===== src/rtl/pc_gen_pkg.sv =====
// Shared core constants and encodings for the IF-stage program-counter generator.
package pc_gen_pkg;

  // Architectural reset vector and default sequential fetch step in bytes.
  localparam logic [31:0] PC_RESET_VEC = 32'h0000_0000;
  localparam int unsigned PC_STEP      = 4;

  // Next-PC source, listed from highest to lowest priority.
  typedef enum logic [2:0] {
    SRC_EX   = 3'd0,
    SRC_BR   = 3'd1,
    SRC_RAS  = 3'd2,
    SRC_SEQ  = 3'd3,
    SRC_HOLD = 3'd4
  } pc_src_e;

  // Fetch FSM: BOOT is the single non-requesting cycle after reset.
  typedef enum logic {
    ST_BOOT = 1'b0,
    ST_RUN  = 1'b1
  } pc_state_e;

endpackage


===== src/rtl/pc_gen_ras_stack.sv =====
// Return-address stack as a circular buffer. top_ptr indexes the most recent
// entry; a push onto a full stack silently overwrites the oldest entry.
module ras_stack #(
  parameter int WIDTH     = 32,
  parameter int RAS_DEPTH = 4
) (
  input  logic             pc_clk,
  input  logic             pc_rst,
  input  logic             push,
  input  logic [WIDTH-1:0] push_addr,
  input  logic             pop,
  input  logic             clear,
  output logic [WIDTH-1:0] top,
  output logic             empty
);

  localparam int PW = (RAS_DEPTH > 1) ? $clog2(RAS_DEPTH) : 1;
  localparam int CW = $clog2(RAS_DEPTH + 1);
  localparam logic [CW-1:0] COUNT_FULL = CW'(RAS_DEPTH);

  logic [WIDTH-1:0] mem [RAS_DEPTH];
  logic [PW-1:0]    top_ptr;
  logic [CW-1:0]    count;
  logic [PW-1:0]    ptr_inc;
  logic [PW-1:0]    ptr_dec;

  // Depth is a power of two, so pointer arithmetic wraps naturally.
  always_comb begin
    ptr_inc = top_ptr + PW'(1);
    ptr_dec = top_ptr - PW'(1);
  end

  // Pointer and occupancy; clear only drops the count, the pointer is arbitrary.
  always_ff @(posedge pc_clk or posedge pc_rst) begin
    if (pc_rst) begin
      top_ptr <= '0;
      count   <= '0;
    end else if (clear) begin
      count <= '0;
    end else if (push && pop) begin
      // Replace the top in place: occupancy and pointer unchanged.
      count <= count;
    end else if (push) begin
      top_ptr <= ptr_inc;
      if (count != COUNT_FULL) begin
        count <= count + CW'(1);
      end
    end else if (pop && (count != '0)) begin
      top_ptr <= ptr_dec;
      count   <= count - CW'(1);
    end
  end

  // Entry storage is deliberately not reset; count guards its validity.
  always_ff @(posedge pc_clk) begin
    if (!clear && push) begin
      if (pop) begin
        mem[top_ptr] <= push_addr;
      end else begin
        mem[ptr_inc] <= push_addr;
      end
    end
  end

  // Top-of-stack view and empty flag.
  always_comb begin
    top   = mem[top_ptr];
    empty = (count == '0);
  end

endmodule


===== src/rtl/pc_gen.sv =====
// Fetch PC generator: holds the PC, offers it to fetch, and picks the next PC
// from exception redirect, branch redirect, predicted return, or sequential step.
//
// Handshake: pc_valid/pc_ready follow strict valid/ready rules. A fetch is
// consumed on a cycle where pc_valid & pc_ready; while pc_valid=1 and
// pc_ready=0 the PC is held unless a redirect or a RAS pop replaces it.
// pc_valid never depends combinationally on pc_ready.
module pc_gen
  import pc_gen_pkg::*;
#(
  parameter int                 WIDTH     = 32,
  parameter logic [WIDTH-1:0]   RESET_VEC = WIDTH'(PC_RESET_VEC),
  parameter int unsigned        STEP      = PC_STEP,
  parameter int                 RAS_DEPTH = 4
) (
  input  logic             pc_clk,
  input  logic             pc_rst,
  output logic [WIDTH-1:0] pc,
  output logic             pc_valid,
  input  logic             pc_ready,
  input  logic             stall,
  input  logic             ex_redirect,
  input  logic [WIDTH-1:0] ex_target,
  input  logic             br_redirect,
  input  logic [WIDTH-1:0] br_target,
  input  logic             ras_push,
  input  logic [WIDTH-1:0] ras_push_addr,
  input  logic             ras_pop,
  output logic             ras_empty,
  output pc_state_e        dbg_state
);

  pc_state_e        state;
  pc_state_e        state_next;
  pc_src_e          src;
  logic [WIDTH-1:0] pc_next;
  logic [WIDTH-1:0] ras_top;
  logic             pop_take;
  logic             push_take;
  logic             is_run;

  // FSM state register.
  always_ff @(posedge pc_clk or posedge pc_rst) begin
    if (pc_rst) begin
      state <= ST_BOOT;
    end else begin
      state <= state_next;
    end
  end

  // Next-state: BOOT lasts exactly one cycle; RUN is left only via reset.
  always_comb begin
    state_next = state;
    case (state)
      ST_BOOT: state_next = ST_RUN;
      ST_RUN:  state_next = ST_RUN;
      default: state_next = ST_BOOT;
    endcase
  end

  // FSM outputs: fetch requests are offered only in RUN.
  always_comb begin
    is_run    = (state == ST_RUN);
    pc_valid  = is_run;
    dbg_state = state;
  end

  // Priority selection of the next PC source and the RAS side effects.
  always_comb begin
    pop_take  = is_run && ras_pop && !stall && !ras_empty
                && !ex_redirect && !br_redirect;
    push_take = ras_push && !ex_redirect;
    if (ex_redirect) begin
      src = SRC_EX;
    end else if (br_redirect) begin
      src = SRC_BR;
    end else if (pop_take) begin
      src = SRC_RAS;
    end else if (is_run && pc_ready && !stall) begin
      src = SRC_SEQ;
    end else begin
      src = SRC_HOLD;
    end
  end

  // Next-PC mux; the sequential step wraps modulo 2^WIDTH.
  always_comb begin
    case (src)
      SRC_EX:   pc_next = ex_target;
      SRC_BR:   pc_next = br_target;
      SRC_RAS:  pc_next = ras_top;
      SRC_SEQ:  pc_next = pc + WIDTH'(STEP);
      default:  pc_next = pc;
    endcase
  end

  // PC register.
  always_ff @(posedge pc_clk or posedge pc_rst) begin
    if (pc_rst) begin
      pc <= RESET_VEC;
    end else begin
      pc <= pc_next;
    end
  end

  ras_stack #(
    .WIDTH     (WIDTH),
    .RAS_DEPTH (RAS_DEPTH)
  ) u_ras (
    .pc_clk    (pc_clk),
    .pc_rst    (pc_rst),
    .push      (push_take),
    .push_addr (ras_push_addr),
    .pop       (pop_take),
    .clear     (ex_redirect),
    .top       (ras_top),
    .empty     (ras_empty)
  );

endmodule


===== config.mk =====
export PLATFORM = sky130hd
export DESIGN_NAME = pc_gen
export DESIGN_NICKNAME = d
export VERILOG_FILES = /design/src/rtl/pc_gen_pkg.sv /design/src/rtl/pc_gen_ras_stack.sv /design/src/rtl/pc_gen.sv
export SDC_FILE = /design/constraint.sdc
export NUM_CORES = 1
export LEC_CHECK = 0
export ABC_AREA = 1
export BUFFER_PORTS_ARGS = -buffer_cell sky130_fd_sc_hd__buf_2
export CORE_MARGIN = 1.5
export CORE_UTILIZATION = 57
export DETAILED_ROUTE_END_ITERATION = 16
export PLACE_DENSITY = 0.82
export SLEW_MARGIN = 20
export SYNTH_ARGS = -nofsm -noshare
export SYNTH_HDL_FRONTEND = slang
export SYNTH_SLANG_ARGS = --single-unit
export TNS_END_PERCENT = 1

===== constraint.sdc =====
create_clock -name pc_clk -period 3.9 [get_ports pc_clk]
set_clock_uncertainty 0.15 [all_clocks]
set_input_delay 0 -clock pc_clk [delete_from_list [all_inputs] [get_ports pc_clk]]
set_output_delay 0 -clock pc_clk [all_outputs]
set_load 0.005 [all_outputs]

Word level (Yosys, flattened, before mapping)
Memories as Yosys holds them, arrays and structs flattened.
Index checks and enable logic that the tools add are counted.
Word-level totals
  logic and storage cells: 63
  bits in registers: 38
  RAM bits: 128
  output and inout bits: 35
  bits in latches: 0
  ROM bits: 0
  input bits: 104
  memories: 1
Memory list
  u_ras.mem: depth 4, width 32, read ports 1, clocked after memory_dff 0, wr ports 1, line pc_gen_ras_stack.sv:21  | logic [WIDTH-1:0] mem [RAS_DEPTH];
Cells by class
  multiply operators: 0
  bitwise operators: 2
  order comparisons: 0
  equal/unequal tests: 6
  div/mod/pow operators: 0
  add/subtract/negate cells: 5
  multiplexer cells: 21
  reduce and logical (&&, ||, !) cells: 24
  shift operators: 0
Operators by type and width (count)
  $pmux 32 s4: 1
  $add 32x3->32 const B: 1
  $mux 32: 1
  $reduce_or 32->1: 1
  $mux 3: 9
  $logic_and 1x1->1: 11
  $mux 1: 7
  $eq 3x2->1 const B: 2
  $logic_not 3->1: 2
  $mux 2: 3
  $ne 3x3->1 const B: 2
  $reduce_and 3->1: 2
  $reduce_bool 3->1: 2
  $logic_not 1->1: 4
  $reduce_bool 4->1: 1
  $add 3x1->3 const B: 1
  $eq 3x1->1 const B: 1
  $sub 3x1->3 const B: 1
  $add 2x1->2 const B: 1
  $ne 2x2->1 const B: 1
  $not 1->1: 2
  $reduce_bool 2->1: 1
  $sub 2x1->2 const B: 1

Logic depth before layout (Yosys ltp)
  depth after elaboration: 10
  mapped depth: 13
  mapped depth without buffers: 11

By module
A second synthesis with hierarchy kept.
Unflattened totals
  cell total of the unflattened synthesis: 945
  area total of the unflattened synthesis: 8384.3 sq um
Modules (own cells, without submodules)
  ras_stack: seq. area each 3968.8 sq um, cells an instance 380, times used 1, area each 5168.7 sq um
  pc_gen: seq. area each 825.8 sq um, cells an instance 565, times used 1, area each 3215.6 sq um

Least setup slack after synthesis
OpenSTA, ideal clock, no wires.
  path type: reg2reg
  start point: reg u_ras.top_ptr[0]
  end point: mem u_ras.mem[1][0], enable pin
  path buffers: 2
  clock period less this slack: 3.068 ns
  setup time: 0.421 ns
  arrival: 2.497 ns
  required time: 3.329 ns
  cell stages (with the launch flop): 8
  slack: 0.832 ns
  path through: dfrtp_1 > buf_2 > buf_2 > xnor2_1 > nand3_1 > nand2_1 > nand2_1 > nor2_1
On the way
  longest elaborated chain between the ends: 2
RTL lines
  start: declaration: line pc_gen_ras_stack.sv:22  | logic [PW-1:0] top_ptr;
  start signal: assignment: line pc_gen_ras_stack.sv:44  | top_ptr <= ptr_inc;
  start signal: assignment: line pc_gen_ras_stack.sv:49  | top_ptr <= ptr_dec;
  $add 2x1->2: line pc_gen_ras_stack.sv:29  | ptr_inc = top_ptr + PW'(1);
  $mux 2 (no source line) *
  end: declaration: line pc_gen_ras_stack.sv:21
Every way passes the cells marked *; elsewhere a longest branch is shown, timed or not.

Final worst setup path
  start point: reg u_ras.top_ptr[0]
  end point: reg pc[18]
On the way
  longest elaborated chain between the ends: 2
RTL lines
  $mem_v2 4x32
  $pmux 32 s4: line pc_gen.sv:88  | case (src)
  end signal: assignment: line pc_gen.sv:102  | pc <= pc_next;
  end: declaration: line pc_gen.sv:18  | output logic [WIDTH-1:0] pc,
Every way passes these cells.
A chain may end at the register's enable or synchronous reset.

==> qor.yml <==
run_status:
  status: "finished, final reports clean"
sta:
  slew_viol_final: 0
  slew_headroom_pct: 32.9
  fmax_mhz: 324
  setup-violations-final: 0
  period_needed_ns: 3.08
  tightest_slew_ns: 1.01
  fin_crit_sh_pct: 79.1
  rsz0062_at_grt: "no"
  final_hold_viol_count: 0
  fin_setup_tns_ns: 0
clock_tree:
  cts_resized: 0
  cts_root_buffer: "clkbuf_16"
  cts.sinks: 166
  htree_levels: 4
  cts_tree: "done"
  clkSlewWorstSetupHoldPaths_ns: 0.07
  clk_path_buf_depth: 2
  worst_skew_pair.late_latency_ns: 0.42
  cts_buffers: 17
synthesis:
  syn-num-nets: 1154
  synth_edf_count: 128
  synth-xor-area-share_pct: 0.715
  syn-instance-count: 1048
  yosys-top-cells-area: "edfxtp_1, nand2_1, dfrtp_1, nor2_1, inv_1"
  synth_warnings: 0
  synth_top_cell_area_share_pct: 44.8
  avgSynthCellArea_sq_um: 8.19
  synth.distinct_cells: 33
  syn-cell-area_sq_um: 8580
  synth_ff_type: "edfxtp_1"
  async_reset_ff_share_pct: 22.9
  yosys.area_share.adder_pct: 0.379
  synth-compound-area-share_pct: 6.42
  synth.largest_area_cell: "edfxtp_1"
  muxShareOfSynthArea_pct: 0
  yosys.area_share.simple_pct: 30.2
  ys_ff_latch: 166
  ys_seq_area_share_pct: 55.9
  synth_top_family_by_area: "simple AND/OR/NAND/NOR gates"
pwr:
  switchingPower_uw: 1920
  p_clk_share_pct: 28.7
  power.leakage_uw: 0.00495
  cellPowerDensity_nw_per_um2: 500
  sequentialPowerShare_pct: 42.2
  p_comb_share_pct: 29.1
  intPower_uw: 3560
  swShare_pct: 35.1
  vdd_drop_max_v: 0.000574
  power.total_uw: 5480
critical_path:
  r2r-start: "u_ras.top_ptr[0]"
  worst-path-max-fanout: 60
  critPathLaunch: "u_ras.top_ptr[0]"
  critical_path_arrival_ns: 3.30
  end_kind: "flip-flop"
  reg2reg_slack_ns: 0.82
  cp-endpoint: "pc[18]"
  setup.worst_path.class: "reg -> reg"
  critPathLaunchType: "flip-flop"
  r2r_cells: 10
  r2r_end: "pc[18]"
  required_ns: 4.11
floorplan:
  fp.coreArea_sq_um: 14600
  row_count: 44
  boundaryPins: 139
  fp.dieArea_sq_um: 15800
  start_util_pct: 58.8
  die_h_microns: 126
  dieWidth_microns: 126
placement:
  port_buffers: 138
  place_area_sq_um: 9410
  gp_congestion: 0.995
  dp.cells: 1344
  dpl.hpwl_mm: 15.2
min_path:
  min_path_type: "in -> reg"
  holdPathStages: 6
final_layout:
  final_common_cell: "nand2_1"
  layout-drive-gt1-share_pct: 15.7
  mostFrequentLayoutCells: "nand2_1, buf_2, edfxtp_1"
  nNetsFinal: 1385
  utilization_pct: 75.1
  antennaDiodeCount: 0
  final_area_sq_um: 11000
  fin_cells: 1475
  syn_to_final_growth_pct: 27.7
route:
  routed_wl_mm: 23.3
  drtAntennaViolNets: 0
  wl_per_cell_microns: 15.8
  via_count: 7960
  first_iter_violations: 627
  dr.pass1.iters: 6
  viasPerCell: 5.40
  drt_drc_violations_left: 0
global_routing:
  grt_use_total_pct: 29.9
  grt_max_degree: 61
  grt.overflow.total: 0
  grt_pass1_vias: 7662
  grt_pass1_wl_mm: 36.7
  antenna_found_initial: 0
run:
  drv_cap: 0
-- what timing repair did --
| item | 4_1_cts | 5_1_grt |
|---|---|---|
| hold endpoints to repair | 203 | 0 |
| setup buffers | 0 | 0 |
| hold buffers | 100 | 0 |
-- metal layers --
metal | track usage, % | vias up | wire length, microns
li1 | - | 3819 | -
met1 | 36.1 | 3666 | 9150
met2 | 51.7 | 400 | 11300
met3 | 5.90 | 75 | 1810
met4 | 14.4 | 0 | 963
met5 | 0 | - | 0
-- critical path: stages, from the launching register on --
cell and delay [ns]:
dfrtp_2 0.57, inv_2 0.79, nand2_1 0.11, nand2_1 0.11, nand2_1 0.06, o21ai_0 0.18
a21boi_0 0.22, nand3_1 0.14, nand2_1 0.07, dlygate4sd3_1 0.55, nand2_1 0.06
-- registers in the layout, indices dropped and copies added (netlist names) --
name and cells:
u_ras.top_ptr 2, pc 32, u_ras.count 3, dbg_state 1, u_ras.mem 128
-- cells in the mapped netlist, types with 2 or more instances --
cell type  instances
buf_1              3
xor2_1             5
nand3_4            2
a21boi_0           8
nand3_1           62
o211ai_1           4
o21bai_1          18
nor2_1           128
a21boi_1           3
a31oi_1            2
xnor2_1            2
dfrtp_1           38
a21oi_1            7
nand2_2            4
o21ai_0           51
edfxtp_1         128
inv_2              6
nor2_4             2
buf_4             10
buf_2             16
inv_1             84
nand4_1            3
nand2_1          443
clkbuf_1          10
-- stage by stage --
step	hold WS, ns	worst slack, ns
after floorplan	-0.0511	0.832
after global placement	-0.00818	1.26
after detailed placement	-0.00331	1.12
after CTS	0.0445	0.843
after global routing	0.0904	0.635
final	0.0548	0.817
-- layout make-up --
cell class / count / area, sq um
Sequential cell: 166 / 4800
Clock buffer: 17 / 425
Clock inverter: 14 / 125
Fill cell: 1032 / 3630
Tap cell: 184 / 230
Inverter: 91 / 344
Multi-Input combinational cell: 752 / 3250
Timing Repair Buffer: 251 / 1790
-- power groups by stage --
stage	Sequential, uW	Combinational, uW	Clock [uW]
floorplan	2260	1020	0
global route	2330	1770	1660
CTS	2300	1570	1580
finish	2310	1600	1570
detailed placement	2340	1430	0
global placement	2330	1400	0
-- how the worst min path moves through the flow --
stage / start / end / slack [ns]
after floorplan: ras_push_addr[0] / u_ras.mem[0][0] / -0.05
after global routing: stall / u_ras.top_ptr[1] / 0.09
after CTS: stall / u_ras.top_ptr[1] / 0.04
after global placement: pc_rst / pc[28] / -0.008
after detailed placement: pc_rst / pc[28] / -0.003
final: stall / u_ras.top_ptr[1] / 0.05
-- cell families (layout without fill, tap and decap cells) --
kind of cell	count (synthesis)	after routing
flip-flops	166	166
AO/OA/AOI/OAI	93	93
AND/OR/NAND/NOR	649	649
other	1	1
XOR/XNOR	7	7
adder cells (fa/ha/maj)	2	2
buffers and inverters	130	373
Note: power is estimated with default switching activity, not from simulation.
